<file path="config.mk">
export PLATFORM = sky130hd
export DESIGN_NAME = mem_stage
export DESIGN_NICKNAME = d
export VERILOG_FILES = /design/src/rtl/mem_stage_pkg.sv /design/src/rtl/mem_wb_reg.sv /design/src/rtl/mem_stage.sv
export SDC_FILE = /design/constraint.sdc
export NUM_CORES = 1
export LEC_CHECK = 0
export ABC_AREA = 1
export CORE_AREA = 4 4 118 120
export CTS_CLUSTER_SIZE = 16
export DETAILED_ROUTE_END_ITERATION = 12
export DIE_AREA = 0 0 122 124
export DONT_BUFFER_PORTS = 1
export GPL_ROUTABILITY_DRIVEN = 0
export HOLD_SLACK_MARGIN = 0.08
export SYNTH_ARGS = -nofsm -noshare
export SYNTH_HDL_FRONTEND = slang
export SYNTH_SLANG_ARGS = --single-unit
</file>
<file path="constraint.sdc">
create_clock -name clock -period 2.23 [get_ports clock]
set_clock_uncertainty 0.05 [all_clocks]
set_input_delay 0.446 -clock clock [delete_from_list [all_inputs] [get_ports clock]]
set_output_delay 0.446 -clock clock [all_outputs]
set_load 0.01 [all_outputs]
</file>
<file path="src/rtl/mem_stage_pkg.sv">
// Shared definitions for the MEM stage: FSM state encoding, word size, default timeout.
package mem_stage_pkg;

  typedef enum logic {
    ST_IDLE = 1'b0,
    ST_WAIT = 1'b1
  } state_e;

  localparam int WORD_BYTES             = 4;
  localparam int DEFAULT_TIMEOUT_CYCLES = 16;

  function automatic logic is_memop(input logic valid, input logic rd, input logic wr);
    return valid & (rd | wr);
  endfunction

endpackage

</file>
<file path="src/rtl/mem_wb_reg.sv">
// MEM/WB pipeline register: loads on enable, inserts a bubble while stalled,
// and records a non-writing valid slot on abort (abort has priority).
module mem_wb_reg (
  input  logic        clock,
  input  logic        reset,
  input  logic        en_i,
  input  logic        bubble_i,
  input  logic        abort_i,
  input  logic        valid_i,
  input  logic        mem_to_reg_i,
  input  logic        reg_write_i,
  input  logic        mem_read_i,
  input  logic [31:0] alu_i,
  input  logic [31:0] rdata_i,
  input  logic [4:0]  rd_i,
  output logic        valid_o,
  output logic        mem_to_reg_o,
  output logic        reg_write_o,
  output logic [31:0] read_data_o,
  output logic [31:0] alu_o,
  output logic [4:0]  rd_o
);

  logic        valid_q, valid_d;
  logic        mem_to_reg_q, mem_to_reg_d;
  logic        reg_write_q, reg_write_d;
  logic [31:0] read_data_q, read_data_d;
  logic [31:0] alu_q, alu_d;
  logic [4:0]  rd_q, rd_d;

  always_comb begin
    valid_d      = valid_q;
    mem_to_reg_d = mem_to_reg_q;
    reg_write_d  = reg_write_q;
    read_data_d  = read_data_q;
    alu_d        = alu_q;
    rd_d         = rd_q;
    if (abort_i) begin
      valid_d      = 1'b1;
      mem_to_reg_d = mem_to_reg_i;
      reg_write_d  = 1'b0;
      read_data_d  = 32'h0;
      alu_d        = alu_i;
      rd_d         = rd_i;
    end else if (en_i) begin
      valid_d      = valid_i;
      mem_to_reg_d = mem_to_reg_i;
      reg_write_d  = reg_write_i;
      read_data_d  = mem_read_i ? rdata_i : 32'h0;
      alu_d        = alu_i;
      rd_d         = rd_i;
    end else if (bubble_i) begin
      valid_d     = 1'b0;
      reg_write_d = 1'b0;
    end
  end

  always_ff @(posedge clock or negedge reset) begin
    if (!reset) begin
      valid_q      <= 1'b0;
      mem_to_reg_q <= 1'b0;
      reg_write_q  <= 1'b0;
      read_data_q  <= 32'h0;
      alu_q        <= 32'h0;
      rd_q         <= 5'd0;
    end else begin
      valid_q      <= valid_d;
      mem_to_reg_q <= mem_to_reg_d;
      reg_write_q  <= reg_write_d;
      read_data_q  <= read_data_d;
      alu_q        <= alu_d;
      rd_q         <= rd_d;
    end
  end

  assign valid_o      = valid_q;
  assign mem_to_reg_o = mem_to_reg_q;
  assign reg_write_o  = reg_write_q;
  assign read_data_o  = read_data_q;
  assign alu_o        = alu_q;
  assign rd_o         = rd_q;

endmodule

</file>
<file path="src/rtl/mem_stage.sv">
// RISC-V MEM stage: data-memory req/ack FSM with timeout abort, beq redirect, MEM/WB register.
// Optional MEM_MISALIGN_TRAP_EN: misaligned accesses issue no request and raise bus_err_out.
module mem_stage
  import mem_stage_pkg::*;
#(
  parameter int ADDR_W         = 10,
  parameter int TIMEOUT_CYCLES = DEFAULT_TIMEOUT_CYCLES
) (
  input  logic              clock,
  input  logic              reset,
  input  logic              valid_in,
  input  logic              mem_to_reg_in,
  input  logic              reg_write_in,
  input  logic              mem_read_in,
  input  logic              mem_write_in,
  input  logic              beq_instruction_in,
  input  logic              flag_beq_in,
  input  logic [31:0]       alu_result_in,
  input  logic [31:0]       mux2_result_in,
  input  logic [4:0]        reg_rd_in,
  output logic              stall_out,
  output logic              pc_src_out,
  output logic              dmem_req_out,
  output logic              dmem_we_out,
  output logic [ADDR_W-1:0] dmem_addr_out,
  output logic [31:0]       dmem_wdata_out,
  input  logic [31:0]       dmem_rdata_in,
  input  logic              dmem_ack_in,
  output logic [4:0]        ex_mem_reg_rd,
  output logic              ex_mem_reg_write,
  output logic [31:0]       alu_ex_mem,
  output logic [4:0]        mem_wb_reg_rd,
  output logic              mem_wb_reg_write,
  output logic [31:0]       alu_data_mem_wb,
  output logic              valid_out,
  output logic              mem_to_reg_out,
  output logic              reg_write_out,
  output logic [31:0]       read_data_out,
  output logic [31:0]       alu_result_out,
  output logic [4:0]        reg_rd_out,
  output logic              bus_err_out
);

  localparam int OFF_W = $clog2(WORD_BYTES);
  localparam int CNT_W = $clog2(TIMEOUT_CYCLES) + 1;
  localparam logic [CNT_W-1:0] CNT_LIMIT = CNT_W'(TIMEOUT_CYCLES - 1);

  state_e           state_q, state_d;
  logic [CNT_W-1:0] cnt_q, cnt_d, cnt_inc;
  logic             bus_err_q, bus_err_d;
  logic             memop, misalign, req_raw, timeout_abort, abort;

  assign memop = is_memop(valid_in, mem_read_in, mem_write_in);

`ifdef MEM_MISALIGN_TRAP_EN
  assign misalign = memop & (alu_result_in[OFF_W-1:0] != '0);
`else
  assign misalign = 1'b0;
`endif

  assign req_raw = ((state_q == ST_IDLE) & memop & ~misalign) | (state_q == ST_WAIT);
  assign cnt_inc = cnt_q + CNT_W'(1);

  always_comb begin
    state_d       = state_q;
    cnt_d         = cnt_q;
    timeout_abort = 1'b0;
    case (state_q)
      ST_IDLE: begin
        if (req_raw && !dmem_ack_in) begin
          state_d = ST_WAIT;
          cnt_d   = CNT_W'(1);
        end
      end
      ST_WAIT: begin
        if (dmem_ack_in) begin
          state_d = ST_IDLE;
          cnt_d   = '0;
        end else if (cnt_inc >= CNT_LIMIT) begin
          state_d       = ST_IDLE;
          cnt_d         = '0;
          timeout_abort = 1'b1;
        end else begin
          cnt_d = cnt_inc;
        end
      end
      default: begin
        state_d = ST_IDLE;
        cnt_d   = '0;
      end
    endcase
  end

  assign abort     = timeout_abort | ((state_q == ST_IDLE) & misalign);
  assign bus_err_d = abort;

  always_ff @(posedge clock or negedge reset) begin
    if (!reset) begin
      state_q   <= ST_IDLE;
      cnt_q     <= '0;
      bus_err_q <= 1'b0;
    end else begin
      state_q   <= state_d;
      cnt_q     <= cnt_d;
      bus_err_q <= bus_err_d;
    end
  end

  // Combinational outputs are forced low while reset is asserted so a WAIT request drops at once.
  assign dmem_req_out     = reset & req_raw;
  assign stall_out        = dmem_req_out & ~dmem_ack_in;
  assign dmem_we_out      = dmem_req_out & mem_write_in;
  assign dmem_addr_out    = reset ? alu_result_in[ADDR_W+OFF_W-1:OFF_W] : '0;
  assign dmem_wdata_out   = reset ? mux2_result_in : 32'h0;
  assign pc_src_out       = reset & valid_in & beq_instruction_in & flag_beq_in;
  assign ex_mem_reg_write = reset & valid_in & reg_write_in;
  assign ex_mem_reg_rd    = reset ? reg_rd_in : 5'd0;
  assign alu_ex_mem       = reset ? alu_result_in : 32'h0;
  assign bus_err_out      = bus_err_q;

  mem_wb_reg u_mem_wb_reg (
    .clock        (clock),
    .reset        (reset),
    .en_i         (~stall_out),
    .bubble_i     (stall_out),
    .abort_i      (abort),
    .valid_i      (valid_in),
    .mem_to_reg_i (mem_to_reg_in),
    .reg_write_i  (reg_write_in),
    .mem_read_i   (mem_read_in),
    .alu_i        (alu_result_in),
    .rdata_i      (dmem_rdata_in),
    .rd_i         (reg_rd_in),
    .valid_o      (valid_out),
    .mem_to_reg_o (mem_to_reg_out),
    .reg_write_o  (reg_write_out),
    .read_data_o  (read_data_out),
    .alu_o        (alu_result_out),
    .rd_o         (reg_rd_out)
  );

  assign mem_wb_reg_rd    = reg_rd_out;
  assign mem_wb_reg_write = reg_write_out;
  assign alu_data_mem_wb  = mem_to_reg_out ? read_data_out : alu_result_out;

endmodule

</file>
**Word level (Yosys, flattened, before mapping)**

Cells that the tools add are included.

- Word-level logic and storage cells: 57
- Output and inout port bits: 195
- Memory bits (read-only): 0
- Latch bits: 0
- Memory bits (writable): 0
- Bits of input ports: 111
- Memories: 0
- Flip-flop bits (word level): 79

- Reductions and logical operators: 2
- Order comparisons: 1
- Bitwise logic cells: 13
- Div/mod/pow operators: 0
- Add/subtract/negate cells: 1
- $mul: 0
- Eq/ne operators: 2
- Shifts and indexed selects: 0
- Multiplexer cells: 29

Operator list:

| cell | number |
|---|---|
| 32-bit two-way mux | 8 |
| 5-bit two-way mux | 6 |
| 1-bit two-way mux | 12 |
| 10-bit two-way mux | 1 |
| 5-bit one-hot mux with 2 select lines | 1 |
| 1-bit bitwise AND | 9 |
| 5-bit by 1-bit adder with 5-bit output, second input constant | 1 |
| 5-bit by 4-bit greater-or-equal comparator with 1-bit output, second input constant | 1 |
| 2-bit by 1-bit != test with 1-bit output, second input constant | 1 |
| 2-bit != test, second input constant | 1 |
| 1-bit inverter | 2 |
| 1-bit bitwise OR | 2 |
| 1-bit one-hot mux with 2 select lines | 1 |
| 1-bit logical AND | 1 |
| 1-bit logical NOT | 1 |

**Logic depth before layout (Yosys ltp)**

Gate-level depths: netlist of run 1.

- Depth after elaboration: 8
- Depth in mapped cells: 13
- Mapped depth without buffers: 11

**Cells and area by module**

Synthesis of run 1 repeated with hierarchy kept, for this count alone.

- Cell total of the unflattened synthesis: 582
- Area, all modules: 4394.2 µm²

By module, submodules not included:

| module | area an instance (µm²) | seq. area each (µm²) | cells an instance | times used |
|---|---|---|---|---|
| mem_wb_reg | 2881.5 | 1801.7 | 316 | 1 |
| mem_stage | 1512.7 | 175.2 | 266 | 1 |

**Worst setup path before layout of run 1**

No wires, ideal clock.

- Kind: register to output
- From: register u_mem_wb_reg.mem_to_reg_q, in the netlist u_mem_wb_reg.mem_to_reg_o
- To: output port alu_data_mem_wb[10]
- Stages on the path, launching flop included: 4
- Data arrival time: 1340 ps
- Setup slack: 394 ps
- Required time: 1734 ps
- Path through: dfrtp_1 > clkbuf_1 > clkbuf_1 > mux2_2

- Cells in the longest elaborated chain, start to end: 1

Ends and longest elaborated chain:

| what | line | RTL |
|---|---|---|
| from (decl) | mem_wb_reg.sv:25 | `logic mem_to_reg_q, mem_to_reg_d;` |
| from (signal assigned) | mem_wb_reg.sv:68 | `mem_to_reg_q <= mem_to_reg_d;` |
| 32-bit two-way mux | mem_stage.sv:144 | `assign alu_data_mem_wb = mem_to_reg_out ? read_data_out : alu_result_out;` |
| to (decl) | mem_stage.sv:34 | `output logic [31:0] alu_data_mem_wb,` |

No other way between the ends.

**Worst setup path after layout of run 1**

- From: register u_mem_wb_reg.mem_to_reg_q, in the netlist u_mem_wb_reg.mem_to_reg_o
- To: output port alu_data_mem_wb[0]

The elaborated chain is that of the path after synthesis.

==> insert_results.sql, run 1 <==
INSERT INTO impl_metrics (metric_group, metric, value, unit) VALUES
('status', 'result_of_the_run', 'finished with violations', ''),
('status', 'violations', 'negative hold slack', ''),
('logic_synthesis', 'synth_most_common_cell', 'sky130_fd_sc_hd__nand2_1', ''),
('timing', 'min_period_over_period', '86.23', '%'),
('place', 'port_buffers', '0', ''),
('timing', 'transition_at_the_pin_with_the_smallest_max_transition_slack', '0.4482', 'ns'),
('critical_path', 'r2r_setup_slack', '0.33', 'ns'),
('global_route', 'grt.overflow.total', '0', ''),
('logic_synthesis', 'asyncSetResetFlopFracSynth', '100.0', '%'),
('critical_path', 'worst_r2r_startpoint', 'cnt_q[0]', ''),
('logic_synthesis', 'syn-mean-instance-area', '7.723', 'sq um'),
('cts', 'clk_latency', '0.35', 'ns'),
('global_route', 'grt_pass1_wl', '20290', 'um'),
('cells_and_area', 'num-nets-final', '655', ''),
('pwr', 'internal_power', '2.718', 'mW'),
('timing', 'clock.fmax', '520.0', 'MHz'),
('timing', 'timing.hold.ws', '-0.2503', 'ns'),
('routing', 'firstDrtPassIters', '4', ''),
('cts', 'cts-buffers-inserted', '9', ''),
('timing', 'setup_total_negative_slack', '0', 'ns'),
('critical_path', 'critical_path.startpoint_type', 'flip-flop', ''),
('logic_synthesis', 'yosysWarnings', '0', ''),
('timing', 'timing.final.setup_violations', '0', ''),
('cts', 'clk_pin_slew', '0.06', 'ns'),
('global_route', 'grt_use_total', '17.87', '%'),
('pwr', 'clock_share_of_power', '42.4', '%'),
('routing', 'drtIter0Drc', '189', ''),
('cells_and_area', 'area_delta_synth_final', '6.972', '%'),
('cts', 'h_tree_levels', '3', ''),
('cts', 'cts.repair_timing.setup_buffer_count', '0', ''),
('critical_path', 'path_class', 'reg -> out', ''),
('routing', 'dr_total_vias', '3642', ''),
('routing', 'totalWireLength', '14000', 'um'),
('floorplanning', 'placementRows', '42', ''),
('place', 'hpwl', '10330', 'um'),
('critical_path', 'arrival', '1.43', 'ns'),
('run', 'drv_cap', '0', ''),
('global_route', 'grt_max_degree', '152', ''),
('logic_synthesis', 'synth_top_area_share', '44.59', '%'),
('global_route', 'first_global_vias', '3656', ''),
('pwr', 'power.density_cell_area', '808.9', 'nW/um^2'),
('logic_synthesis', 'synth_cell_types', '25', ''),
('logic_synthesis', 'synth_edf_count', '0', ''),
('routing', 'drt_drc_violations_left', '0', ''),
('routing', 'ant_nets', '0', ''),
('logic_synthesis', 'syn-num-nets', '687', ''),
('floorplanning', 'die_area', '15130', 'sq um'),
('floorplanning', 'die_y', '124', 'um'),
('cells_and_area', 'drive_above_1_share', '14.44', '%'),
('place', 'place.detailed.instances', '707', ''),
('floorplanning', 'die_width', '122', 'um'),
('floorplanning', 'design.portCount', '306', ''),
('pwr', 'switching_share', '29.13', '%'),
('global_route', 'initial_antenna_violation_count', '0', ''),
('min_path', 'min-delay-path-class', 'in -> async', ''),
('cells_and_area', 'stdcell_count', '724', ''),
('cts', 'clk_path_buf_depth', '2', ''),
('cts', 'tritoncts', 'done', ''),
('cts', 'ctsRootBufferMaster', 'sky130_fd_sc_hd__clkbuf_16', ''),
('critical_path', 'reg2reg_to', 'u_mem_wb_reg.read_data_o[13]', ''),
('pwr', 'power.share.combinational', '12.7', '%'),
('routing', 'detail_route.vias_per_cell', '5.030', ''),
('timing', 'report.final.hold_viol_count', '79', ''),
('floorplanning', 'initial_core_util', '34.15', '%'),
('logic_synthesis', 'synthesis.instances', '574', ''),
('timing', 'drv_slew', '0', ''),
('critical_path', 'critPathMaxFanout', '21', ''),
('logic_synthesis', 'synth_seq_area_share', '44.59', '%'),
('logic_synthesis', 'postSynthRegisterBits', '79', ''),
('logic_synthesis', 'synth_ff_type', 'sky130_fd_sc_hd__dfrtp_1', ''),
('logic_synthesis', 'synthDominantAreaCellType', 'sky130_fd_sc_hd__dfrtp_1', '');
## critical path: stages (launching register included)
cell and delay, ns:
sky130_fd_sc_hd__dfrtp_2 0.35, sky130_fd_sc_hd__buf_4 0.30, sky130_fd_sc_hd__mux2_2 0.42
## routing by layer
metal	share of wire [%]	global-route usage [%]	wire, um
met1	37	19.88	5198
met2	53	31.91	7363
met3	8.4	5.631	1171
met4	1.9	6.933	270
met5	0	0	0
## cell families after synthesis
logic type               synth area share [%]
flip-flops                              44.60
adder cells (fa/ha/maj)                0.5644
AND/OR/NAND/NOR                         27.75
multiplexers                            8.129
buffers and inverters                   14.42
AO/OA/AOI/OAI                           4.346
XOR/XNOR                               0.1976
## sequential cells by signal, summed over array words and instances (netlist names)
signal                     count
cnt_q                          5
u_mem_wb_reg.alu_o            32
u_mem_wb_reg.mem_to_reg_o      1
state_q                        1
u_mem_wb_reg.reg_write_o       1
u_mem_wb_reg.rd_o              5
u_mem_wb_reg.valid_o           1
u_mem_wb_reg.read_data_o      32
bus_err_out                    1
## layout make-up
type,instances,area [sq um]
Antenna cell,1,2.502
Multi-Input combinational cell,359,1826
Tap cell,176,220.2
Clock buffer,9,225.2
Timing Repair Buffer,10,75.07
Inverter,83,311.5
Fill cell,1384,8238
Sequential cell,79,1978
Clock inverter,7,103.9
## metrics by stage
| stage | utilization (%) | area (sq um) | hold slack, ns | worst slack, ns | total power [mW] |
|---|---|---|---|---|---|
| 3_5_place_dp | 33.91 | 4402 | 0.1047 | 0.2281 | 2.247 |
| 4_1_cts | 36.45 | 4731 | -0.2745 | 0.2072 | 3.902 |
| 5_1_grt | 36.51 | 4740 | -0.2785 | 0.1339 | 4.036 |
| 2_1_floorplan | - | 4433 | 0.1004 | 0.3945 | 2.171 |
| 6_report | 36.53 | 4742 | -0.2503 | 0.3070 | 3.836 |
| 3_3_place_gp | 33.91 | 4402 | 0.1043 | 0.3052 | 2.231 |
## power by group through the flow
stage | combinational, mW | clock (mW) | sequential, mW
6_report | 0.487 | 1.63 | 1.72
3_3_place_gp | 0.484 | 0 | 1.75
5_1_grt | 0.551 | 1.75 | 1.74
4_1_cts | 0.496 | 1.68 | 1.73
3_5_place_dp | 0.494 | 0 | 1.75
2_1_floorplan | 0.474 | 0 | 1.70
## placed cells by master, fill, tap and decap left out
master and n:
sky130_fd_sc_hd__nand2_1 186, sky130_fd_sc_hd__inv_1 80, sky130_fd_sc_hd__dfrtp_1 78, sky130_fd_sc_hd__nand3_1 74, sky130_fd_sc_hd__a21oi_1 33, sky130_fd_sc_hd__mux2_2 32
sky130_fd_sc_hd__nand2_2 12, sky130_fd_sc_hd__buf_4 10, sky130_fd_sc_hd__clkbuf_16 9, sky130_fd_sc_hd__nor2_1 8, sky130_fd_sc_hd__inv_2 3, sky130_fd_sc_hd__nand2_4 2
sky130_fd_sc_hd__o21ai_0 2, sky130_fd_sc_hd__o22ai_1 2, sky130_fd_sc_hd__ha_1 2, sky130_fd_sc_hd__bufinv_16 2, sky130_fd_sc_hd__inv_6 2, sky130_fd_sc_hd__clkinvlp_4 2
sky130_fd_sc_hd__diode_2 1, sky130_fd_sc_hd__nor2_2 1, sky130_fd_sc_hd__nand4_1 1, sky130_fd_sc_hd__xor2_1 1, sky130_fd_sc_hd__o21ai_1 1, sky130_fd_sc_hd__nand3_2 1
sky130_fd_sc_hd__nand2_8 1, sky130_fd_sc_hd__inv_8 1, sky130_fd_sc_hd__dfrtp_2 1
## timing repair
action,CTS,global route
endpoints found under the setup margin,0,16
resized for setup,0,1
hold endpoints to repair,79,79
## worst max path at each step
stage                                   start                           end  slack, ns  depth (start not counted)
finish              u_mem_wb_reg.mem_to_reg_o            alu_data_mem_wb[0]       0.31                          2
global route                         cnt_q[0]  u_mem_wb_reg.read_data_o[13]       0.13                         11
CTS                                  cnt_q[0]         u_mem_wb_reg.alu_o[1]       0.21                         11
detailed placement                   cnt_q[0]         u_mem_wb_reg.alu_o[1]       0.23                         11
global placement                     cnt_q[0]          u_mem_wb_reg.rd_o[1]       0.31                         11
floorplan           u_mem_wb_reg.mem_to_reg_o           alu_data_mem_wb[10]       0.39                          3
(Power assumes the default switching activity.)
==> run 2, diff against run 1 <==
--- a/config.mk
+++ b/config.mk
@@ -6,10 +6,10 @@
 export NUM_CORES = 1
 export LEC_CHECK = 0
 export ABC_AREA = 1
-export CORE_AREA = 4 4 118 120
+export CORE_AREA = 4 4 116 118
 export CTS_CLUSTER_SIZE = 16
 export DETAILED_ROUTE_END_ITERATION = 12
-export DIE_AREA = 0 0 122 124
+export DIE_AREA = 0 0 120 122
 export DONT_BUFFER_PORTS = 1
 export GPL_ROUTABILITY_DRIVEN = 0
 export HOLD_SLACK_MARGIN = 0.08
==> constraint.sdc (replaced) <==
create_clock -name clock -period 1.6 [get_ports clock]
set_clock_uncertainty 0.05 [all_clocks]
set_input_delay 0.32 -clock clock [delete_from_list [all_inputs] [get_ports clock]]
set_output_delay 0.32 -clock clock [all_outputs]
set_load 0.01 [all_outputs]
==> run 2 against run 1 <==
Die area fell by 3.2%. Wire length is 19% higher. Register-to-register slack got worse by 0.49 ns. Critical endpoint is now alu_data_mem_wb[24]. Clock-buffer cell count rose by 1. Non-clock buffer count is 97 higher. The flow finishes with violations (negative hold slack, negative setup slack). Global-route usage increased by 2.7 points. Critical path depth unchanged. Total power is 58% higher. Worst hold slack got worse by 0.090 ns. Final cell count is 13% higher. Combinational power increased by 140%. Setup slack got worse by 0.50 ns.
==> insert_results.sql, run 2 (synthesis gave the netlist of run 1 again) <==
INSERT INTO impl_metrics (metric_group, metric, value, unit) VALUES
('cts', 'clk_pin_slew', '0.06', 'ns'),
('cts', 'clk_path_buf_depth', '2', ''),
('pwr', 'clock_share_of_power', '41.0', '%'),
('cells_and_area', 'fillerInstances', '1092', ''),
('timing', 'drv_slew', '0', ''),
('place', 'port_buffers', '0', ''),
('critical_path', 'worst_r2r_startpoint', 'cnt_q[0]', ''),
('routing', 'ant_nets', '0', ''),
('critical_path', 'path_class', 'reg -> out', ''),
('floorplanning', 'die_width', '120', 'um'),
('cells_and_area', 'insertedDiodeCount', '0', ''),
('timing', 'unrepaired_setup_endpoints_after_global_routing', 'true', ''),
('critical_path', 'critPathMaxFanout', '14', ''),
('floorplanning', 'die_area', '14640', 'sq um'),
('timing', 'timing.hold.ws', '-0.3403', 'ns'),
('timing', 'report.final.hold_viol_count', '79', ''),
('pwr', 'internal_power', '4.416', 'mW'),
('critical_path', 'critPathCaptureType', 'output port', ''),
('global_route', 'grt_max_degree', '152', ''),
('routing', 'firstDrtPassIters', '4', ''),
('cts', 'h_tree_levels', '3', ''),
('global_route', 'first_global_vias', '4271', ''),
('cells_and_area', 'mostFrequentLayoutCell', 'sky130_fd_sc_hd__nand2_1', ''),
('pwr', 'power.density_cell_area', '954.1', 'nW/um^2'),
('cts', 'hold_buffers', '68', ''),
('global_route', 'groute.layer.met2.usage', '36.92', '%'),
('timing', 'clock.fmax', '556.2', 'MHz'),
('floorplanning', 'core_region', '12470', 'sq um'),
('critical_path', 'arrival', '1.43', 'ns'),
('global_route', 'globalRoute.busiestLayer', 'met2', ''),
('cts', 'ctsRootBufferMaster', 'sky130_fd_sc_hd__clkbuf_16', ''),
('routing', 'dr_total_vias', '4289', ''),
('timing', 'worst_slew_margin_rel', '69.86', '%'),
('pwr', 'switching_share', '27.38', '%'),
('routing', 'totalWireLength', '16690', 'um'),
('place', 'place.detailed.instances', '713', ''),
('critical_path', 'data_required_time_at_the_worst_endpoint', '1.23', 'ns'),
('critical_path', 'cp-startpoint', 'u_mem_wb_reg.mem_to_reg_o', ''),
('floorplanning', 'initial_core_util', '35.56', '%'),
('routing', 'detail_route.vias_per_cell', '5.256', ''),
('cts', 'tritoncts', 'done', ''),
('pwr', 'seq_power_share', '39.8', '%'),
('cells_and_area', 'drive_above_1_share', '26.86', '%'),
('pwr', 'power.share.combinational', '19.1', '%'),
('cts', 'clk_latency', '0.34', 'ns'),
('cts', 'tritoncts_num_sinks', '79', ''),
('place', 'hpwl', '10090', 'um'),
('timing', 'min_period_over_period', '112.4', '%'),
('cts', 'cts-buffers-inserted', '9', ''),
('cells_and_area', 'layout.cells.most_common_list', '155 x sky130_fd_sc_hd__nand2_1, 78 x sky130_fd_sc_hd__inv_1, 78 x sky130_fd_sc_hd__dfrtp_1, 72 x sky130_fd_sc_hd__nand3_1, 68 x sky130_fd_sc_hd__dlygate4sd3_1', ''),
('routing', 'drtIter0Drc', '313', ''),
('cells_and_area', 'fin_area', '6372', 'sq um'),
('pwr', 'ir_worst_vdd', '442.3', 'uV'),
('routing', 'routed_wire_length_per_instance', '20.45', 'um'),
('floorplanning', 'placementRows', '41', ''),
('floorplanning', 'design.portCount', '306', ''),
('pwr', 'switching_power', '1.664', 'mW'),
('timing', 'transition_at_the_pin_with_the_smallest_max_transition_slack', '0.4521', 'ns'),
('global_route', 'initial_antenna_violation_count', '0', ''),
('cells_and_area', 'stdcell_count', '816', ''),
('timing', 'timing.final.setup_violations', '103', ''),
('critical_path', 'critical_path.startpoint_type', 'flip-flop', ''),
('routing', 'drt_drc_violations_left', '0', ''),
('timing', 'final_worst_path_period_need', '1.798', 'ns'),
('cells_and_area', 'num-nets-final', '752', ''),
('pwr', 'static_leakage', '3.346', 'nW'),
('floorplanning', 'die_y', '122', 'um'),
('global_route', 'grt_pass1_wl', '23280', 'um'),
('global_route', 'global_route.usage.met3', '5.060', '%'),
('place', 'placed_area', '4561', 'sq um'),
('cells_and_area', 'area_delta_synth_final', '43.75', '%'),
('global_route', 'grt.overflow.total', '0', ''),
('status', 'violations', 'negative hold slack, negative setup slack', ''),
('run', 'drv_cap', '0', ''),
('global_route', 'globalRouteMet1Util', '23.04', '%'),
('global_route', 'grt_use_total', '20.56', '%'),
('timing', 'fin_ws', '-0.1978', 'ns'),
('status', 'result_of_the_run', 'finished with violations', ''),
('min_path', 'min-delay-path-class', 'in -> async', '');
[run 2: changes by cell type in the layout (fill, tap and decap cells not counted), moves of 9 or more]
cell | previous run | this run
sky130_fd_sc_hd__a21oi_2 | 0 | 21
sky130_fd_sc_hd__dlygate4sd3_1 | 0 | 68
sky130_fd_sc_hd__mux2_4 | 0 | 28
sky130_fd_sc_hd__nand2_2 | 12 | 33
sky130_fd_sc_hd__nand2_4 | 2 | 11
sky130_fd_sc_hd__nand2_1 | 186 | 155
sky130_fd_sc_hd__a21oi_1 | 33 | 11
sky130_fd_sc_hd__mux2_2 | 32 | 4
[run 2: power by group through the flow]
stage	clock network, mW	registers (mW)	logic [mW]
global route	2.64	2.44	1.26
floorplan	0	2.37	0.661
global placement	0	2.43	0.728
finish	2.50	2.42	1.16
detailed placement	0	2.44	0.738
CTS	2.56	2.40	0.958
[run 2: per-layer routing]
metal  part of all wire (%)  vias to the layer above
met5                      0                        -
met4                    2.8                        0
met3                    8.6                       32
met2                     52                      272
met1                     37                     2087
li1                       -                     1898
[run 2: cell type report]
class                   count  area (sq um)  area share, %
flip-flops and latches     79          1978          31.04
clock buffers              10         229.0          3.593
multi-input cells         359          2222          34.87
inverters                  83         329.1          5.164
repair buffers            107          1266          19.87
well taps                 172         215.2          3.377
clock inverters             6         132.6          2.081
[run 2: through the flow]
step	total power, mW	worst slack, ns	util [%]	TNS (ns)
after floorplan	3.026	-0.1095	-	-4.566
after global placement	3.162	-0.06339	36.59	-1.904
after detailed placement	3.179	-0.1245	36.59	-5.024
after CTS	5.920	-0.1383	47.47	-8.967
after global routing	6.335	-0.2535	51.12	-18.67
final	6.080	-0.1978	51.12	-10.93
[run 2: worst max-delay path: stages (launching register included)]
cell                      delay (ns)
sky130_fd_sc_hd__dfrtp_2        0.48
sky130_fd_sc_hd__buf_12         0.21
sky130_fd_sc_hd__mux2_2         0.38
[run 2: worst paths after layout]
check | endpoint | slack (ns) | cells after the start
min in group clock | u_mem_wb_reg.read_data_o[26] | 0.09 | 2
max in group asynchronous | u_mem_wb_reg.mem_to_reg_o | 1.45 | 0
max | alu_data_mem_wb[24] | -0.20 | 2
max reg2reg | u_mem_wb_reg.alu_o[20] | -0.16 | 12
min | u_mem_wb_reg.alu_o[30] | -0.34 | 0
min reg2reg | state_q | 0.45 | 1
[run 2: repair_timing]
item	4_1_cts	5_1_grt
buffers inserted	5	5
hold endpoints to repair	144	79
gates cloned	5	7
setup endpoints to repair	105	113
pin swaps	1	9
resized for setup	45	87
